<file path="config.mk">
export PLATFORM = sky130hd
export DESIGN_NAME = eq_pot_scanner
export DESIGN_NICKNAME = d
export VERILOG_FILES = /design/src/rtl/eq_pot_scanner.sv
export SDC_FILE = /design/constraint.sdc
export NUM_CORES = 1
export LEC_CHECK = 0
export BUFFER_PORTS_ARGS = -buffer_cell sky130_fd_sc_hd__buf_2
export CAP_MARGIN = 40
export CORE_UTILIZATION = 25
export CTS_CLUSTER_SIZE = 16
export DETAILED_ROUTE_END_ITERATION = 8
export SLEW_MARGIN = 20
export SYNTH_ARGS = -nofsm -noshare
export SYNTH_HDL_FRONTEND = slang
export SYNTH_SLANG_ARGS = --single-unit
</file>
<file path="constraint.sdc">
create_clock -name clk -period 4.9 [get_ports clk]
set_input_delay 0.49 -clock clk [delete_from_list [all_inputs] [get_ports clk]]
set_output_delay 0.49 -clock clk [all_outputs]
set_load 0.02 [all_outputs]
</file>
<file path="src/rtl/eq_pot_scanner.sv">
// Round-robin scanner for the six EQ slide pots through the shared A2D converter.
// Readings collect in shadow registers and are committed together on an audio sample strobe.
module eq_pot_scanner #(
    parameter int GAP_CYC     = 4,
    parameter int TIMEOUT_CYC = 1024
) (
    input  logic        clk,
    input  logic        rst,
    input  logic        en,
    input  logic        vld,
    input  logic        err_clr,
    output logic        strt_cnv,
    output logic [2:0]  chnnl,
    input  logic        cnv_cmplt,
    input  logic [11:0] res,
    output logic [11:0] POT_LP,
    output logic [11:0] POT_B1,
    output logic [11:0] POT_B2,
    output logic [11:0] POT_B3,
    output logic [11:0] POT_HP,
    output logic [11:0] VOL_POT,
    output logic        scan_done,
    output logic        timeout_err
);

    localparam logic [2:0] IDLE   = 3'd0;
    localparam logic [2:0] START  = 3'd1;
    localparam logic [2:0] WAIT   = 3'd2;
    localparam logic [2:0] GAP    = 3'd3;
    localparam logic [2:0] COMMIT = 3'd4;

    localparam logic [2:0]  LAST_IDX = 3'd5;
    localparam logic [15:0] TO_LAST  = 16'(TIMEOUT_CYC - 1);
    localparam logic [7:0]  GAP_LAST = 8'(GAP_CYC - 1);

    logic [2:0]  state;
    logic [2:0]  nextState;
    logic [2:0]  idx;
    logic [15:0] waitCnt;
    logic [7:0]  gapCnt;
    logic [11:0] shadow [6];

    logic cnvDone;
    logic timedOut;
    logic waitExit;
    logic commitNow;
    logic gapDone;

    // Scan order LP, B1, B2, B3, HP, VOL mapped onto the A2D mux inputs.
    function automatic logic [2:0] chanOf(input logic [2:0] i);
        logic [2:0] c;
        case (i)
            3'd0:    c = 3'd1;
            3'd1:    c = 3'd0;
            3'd2:    c = 3'd4;
            3'd3:    c = 3'd2;
            3'd4:    c = 3'd3;
            default: c = 3'd7;
        endcase
        return c;
    endfunction

    // A completion landing on the last timeout cycle counts as a completion.
    assign cnvDone   = (state == WAIT) && cnv_cmplt;
    assign timedOut  = (state == WAIT) && !cnv_cmplt && (waitCnt == TO_LAST);
    assign waitExit  = cnvDone || timedOut;
    assign commitNow = (state == COMMIT) && vld;
    assign gapDone   = (state == GAP) && (gapCnt == GAP_LAST);

    always_comb begin
        nextState = state;
        case (state)
            IDLE: begin
                if (en) nextState = START;
            end
            START: begin
                nextState = WAIT;
            end
            WAIT: begin
                if (waitExit) nextState = (idx == LAST_IDX) ? COMMIT : GAP;
            end
            GAP: begin
                if (gapDone) nextState = en ? START : IDLE;
            end
            COMMIT: begin
                if (vld) nextState = GAP;
            end
            default: begin
                nextState = IDLE;
            end
        endcase
    end

    always_ff @(posedge clk) begin
        if (rst) begin
            state       <= IDLE;
            idx         <= '0;
            strt_cnv    <= 1'b0;
            chnnl       <= '0;
            scan_done   <= 1'b0;
            timeout_err <= 1'b0;
        end else begin
            state     <= nextState;
            strt_cnv  <= (nextState == START);
            scan_done <= commitNow;
            // chnnl is loaded on entry to START and then held until the next one.
            if (nextState == START) chnnl <= chanOf(idx);
            if (waitExit && (idx != LAST_IDX)) begin
                idx <= idx + 3'd1;
            end else if (commitNow) begin
                idx <= '0;
            end
            if (timedOut) begin
                timeout_err <= 1'b1;
            end else if (err_clr) begin
                timeout_err <= 1'b0;
            end
        end
    end

    always_ff @(posedge clk) begin
        if (rst) begin
            waitCnt <= '0;
            gapCnt  <= '0;
        end else begin
            if (state == START) begin
                waitCnt <= '0;
            end else if ((state == WAIT) && !waitExit) begin
                waitCnt <= waitCnt + 16'd1;
            end
            if ((state == GAP) && !gapDone) begin
                gapCnt <= gapCnt + 8'd1;
            end else begin
                gapCnt <= '0;
            end
        end
    end

    always_ff @(posedge clk) begin
        if (rst) begin
            for (int i = 0; i < 6; i++) shadow[i] <= '0;
            POT_LP  <= '0;
            POT_B1  <= '0;
            POT_B2  <= '0;
            POT_B3  <= '0;
            POT_HP  <= '0;
            VOL_POT <= '0;
        end else begin
            if (cnvDone) shadow[idx] <= res;
            // All six outputs move on the same edge so band gains and volume stay coherent.
            if (commitNow) begin
                POT_LP  <= shadow[0];
                POT_B1  <= shadow[1];
                POT_B2  <= shadow[2];
                POT_B3  <= shadow[3];
                POT_HP  <= shadow[4];
                VOL_POT <= shadow[5];
            end
        end
    end

endmodule

</file>
**Word level (Yosys, flattened, before mapping)**

Memories as Yosys holds them, arrays and structs flattened. A register that Yosys moved wholly into a read port is not among the register bits.
Cells that the tools add are included.

- Register bits after elaboration: 36
- Bits in writable memories: 72
- Input port bits: 18
- Output and inout bits: 78
- Logic and storage cells: 65
- Memories kept: 1

- Add/subtract/negate cells: 3
- Equal/unequal tests: 13
- Mux-type cells: 20
- Bitwise logic cells: 1
- Reduce and logical (&&, ||, !) cells: 19

Memories:

| name | words | width | rd ports | clocked after Yosys merged registers in | wr ports | line | RTL |
|---|---|---|---|---|---|---|---|
| shadow | 6 | 12 | 6 | 6 | 6 | 41 | `logic [11:0] shadow [6];` |

Operators by type and width:

| cell | count |
|---|---|
| 3-bit one-hot mux with 5 select lines | 2 |
| 3-bit two-way mux | 8 |
| 16-bit by 1-bit adder with 16-bit output (second input constant) | 1 |
| 16-bit by 10-bit == test with 1-bit output (second input constant) | 1 |
| 3-bit by 2-bit == test with 1-bit output (second input constant) | 4 |
| 12-bit two-way mux | 1 |
| 12-bit OR reduction | 1 |
| 3-bit by 1-bit == test with 1-bit output (second input constant) | 3 |
| 3-bit == test (second input constant) | 3 |
| 1-bit two-way mux | 9 |
| 8-bit by 1-bit adder with 8-bit output (second input constant) | 1 |
| 8-bit by 2-bit == test with 1-bit output (second input constant) | 1 |
| 1-bit logical AND | 8 |
| 3-bit zero test | 2 |
| 2-bit nonzero test | 2 |
| 2-bit OR reduction | 2 |
| 3-bit by 1-bit adder with 3-bit output (second input constant) | 1 |
| 1-bit zero test | 3 |
| 3-bit inequality test (second input constant) | 1 |
| 1-bit logical OR | 1 |
| 1-bit inverter | 1 |

**Longest topological paths before layout**

- Word-level depth: 7
- Gate-level depth with buffers: 7

**Worst setup path before layout**

No wires, ideal clock.

- Kind: reg-to-reg
- From: reg state[2]
- To: mem shadow[0][0], enable pin
- Arrival time: 1.507 ns
- Data required time: 4.541 ns
- Slack: 3.034 ns
- Cell stages (with the launch flop): 7
- Period minus slack after synthesis: 1.866 ns
- Path through: dfxtp_1 -> buf_6 -> nor3b_4 -> nand3b_4 -> nor2_2 -> nand3_2 -> nand2b_1

RTL lines:

| element | line | RTL |
|---|---|---|
| start: declaration | 36 | `logic [2:0] state;` |
| start signal: assignment | 103 | `state <= nextState;` |
| end: declaration | 41 |  |

==> key figures <==
Status
  • Status: completed

Critical path
  • Crit end category: flip-flop
  • CP Cell Sequence: nor3b_4 -> nand3b_4 -> nor2_2 -> nand2_1 -> nand2b_1
  • Cell family with most CP delay: simple AND/OR/NAND/NOR gates
  • Critical path type: flip-flop to flip-flop
  • Crit-path max cell delay: 0.52 ns
  • CP startpoint kind: flip-flop
  • Critical Path AT: between 2 and 2.5 ns
  • CP bufs+invs: 0
  • WP data required: between 4 and 5 ns
  • Critical-path cell with the highest stage delay: nand2b_1
  • Worst-path maximum fanout: 13

Yosys
  • Async S/R FF share, synth: 0%
  • Cell Area, Synth: just over 0.007 mm²
  • Dominant cells by area after synthesis: dfxtp_1, edfxtp_1, nand2_1
  • Unique masters post-synth: 53
  • Yosys warns: 0
  • Post-Syn Nets: between 700 and 800
  • Seq/Total Area, Yosys: around three fifths
  • Most common cell in the netlist: nand2_1
  • Number of enable flip-flop cells after synthesis: 72
  • Syn avg cell area: approximately 10 µm²
  • Yosys reg bits: 180
  • Cells after Synth: 697
  • Top_reg_cell synth: dfxtp_1
  • Cell taking the most area after synthesis: dfxtp_1
  • Synth top cells by count: nand2_1, dfxtp_1, a21oi_1
  • Synth top area share: between 30 and 40%

Clocking
  • Cts hold-fix bufs: 0
  • Clock Tree Root: clkbuf_16
  • Maximum clock path buffer count: 2
  • Reg clk slew, reported paths: roughly 0.080 ns
  • Post-CTS setup buffers: 0
  • CTS buffer count: 17
  • CTS H-tree depth: 4
  • Sink Count: 180
  • CTS tree: yes
  • CTS resizes: 0
  • Clk Latency, worst-skew pair: about 0.42 ns

Layout
  • Register area: roughly 0.0043 mm²
  • Area grow syn2layout: 19.63%
  • Diode count: 0
  • Fillers: 2973
  • Final layout net count: 800
  • Core Util, Final: a little under a third
  • Layout cells sized above 1: a little under 20%
  • Area of the multi-input gates: between 0.002 and 0.0025 mm²

Power
  • Flop pwr share: between 50% and 60%
  • LEAKAGE: around 3.2 nW
  • Psw: about 0.75 mW
  • Switching part of the total: about a quarter
  • Cell-internal power: 2.302 mW
  • PwrDens: between 300 and 400 mW/mm²
  • Combinational power share: under 10%
  • Clk network pwr share: 44.0%
  • VDD IR max: between 0.15 and 0.2 mV

Detailed routing
  • DRC: 0
  • DRT Wirelength: 16740 µm
  • Initial DRC count: between 200 and 300
  • Detailed Routing Iterations Pass 1: 4
  • Routed Antenna Nets: 0
  • Vias: just under 5000
  • Avg WL per Cell: approximately 14 µm
  • Routed vias/inst: between 4 and 5

STA
  • Fin. Hold Viols: 0
  • Pins over their slew limit: 0
  • Fin crit share: about half
  • Rel. slew slack: between 40% and 50%
  • RSZ-0062 raised after global routing: no
  • Setup TNS: 0 ns
  • Setup violators final: 0
  • Peak Freq: about 0.41 GHz
  • Final worst path period need: around 2.4 ns
  • Worst clock skew: between 0.009 and 0.01 ns
  • Worst slew pin tran: 0.7949 ns

Floorplanning
  • Die area: around 0.029 mm²
  • # rows: ~60
  • Initial Util: approximately 25%
  • Die X-Extent: 169.8 µm
  • Chip height: 169.8 µm
  • Ports: between 90 and 100
  • Core area: between 0.02 and 0.03 mm²

GRT
  • Global-route wire length before repair: roughly 26000 µm
  • Number of global-route vias before repair: roughly 4700
  • Initial antenna violation count: 0
  • Total track usage: between 10% and 20%
  • GR Overflow Total: 0
  • Largest net degree at the start of global routing: 76

Placed design
  • PortBufs: 95
  • Hpwl dp: around 12000 µm
  • Global placer's final weighted congestion: approximately 0.79

Min path
  • Worst hold path type: input pin to flip-flop

Job
  • Max_cap viols: 0
final timing paths:
check                    startpoint                         end  slack (ns)  cells past startpoint
max             state[2]$_SDFF_PP0_  shadow[1][4]$_SDFFCE_PN0P_        2.48                      5
min reg2reg  POT_HP[8]$_SDFFE_PP0P_      POT_HP[8]$_SDFFE_PP0P_        0.45                      2
max reg2reg     state[2]$_SDFF_PP0_  shadow[1][4]$_SDFFCE_PN0P_        2.48                      5
min                          res[4]  shadow[2][4]$_SDFFCE_PN0P_        0.40                      2
registers in the layout (all words and copies together), names as in the netlist:
signal / flops
POT_B2: 12
chnnl: 3
strt_cnv: 1
timeout_err: 1
shadow: 72
waitCnt: 16
scan_done: 1
POT_LP: 12
VOL_POT: 12
gapCnt: 8
POT_HP: 12
state: 3
idx: 3
POT_B3: 12
POT_B1: 12
cell usage in the layout (no fill, tap or decap), types with 13 or more instances in the layout:
cell type  instances
nor2_1            75
a21oi_1           81
dfxtp_1          108
buf_2             95
inv_1             16
xor2_1            13
nand2_1          166
edfxtp_1          72
clkbuf_16         17
and2_1            27
cell type report:
type                    instances  area share, %
multi-input cells             461          29.12
inverters                      16         0.7128
clock buffers                  17          5.049
flip-flops and latches        180          51.32
well taps                     378          5.613
repair buffers                100          6.237
clock inverters                15          1.945
metrics by stage:
stage	setup WS, ns	power (mW)	hold WS (ns)	area (µm²)	std cells
2_1_floorplan	3.034	1.701	0.4373	7043	697
4_1_cts	2.460	3.084	0.3808	8426	1167
6_report	2.478	3.055	0.3986	8426	1167
3_5_place_dp	2.471	1.745	0.4453	7836	1135
5_1_grt	2.278	3.162	0.3879	8426	1167
3_3_place_gp	2.485	1.742	0.4420	7809	1133
routing by layer:
metal	share of wire [%]	wire length [µm]	track usage, %
met5	0	0	0
met4	0.76	128	3.369
met3	3.4	577	2.744
met2	48	8083	19.07
met1	47	7950	15.38
worst reg2reg max path: stages, from the launching register on:
cell and delay (ns):
dfxtp_1 0.43, nor3b_4 0.49, nand3b_4 0.20, nor2_2 0.16, nand2_1 0.26, nand2b_1 0.52
power groups by stage:
stage,clock network (mW),registers (mW),logic [mW]
2_1_floorplan,0,1.63,0.0686
3_3_place_gp,0,1.64,0.106
3_5_place_dp,0,1.64,0.110
4_1_cts,1.37,1.60,0.111
5_1_grt,1.44,1.60,0.119
6_report,1.34,1.60,0.109
cell families after synthesis:
family	after synthesis	synth area share [%]
buffers and inverters	56	3.855
muxes	4	0.5863
adders and majority gates	6	1.066
DFF	180	61.40
and+or+nand+nor	331	22.78
AOI/OAI and AO/OA	100	7.835
xor gates and xnor gates	20	2.487
No activity file was read; power rests on OpenSTA's default activity.
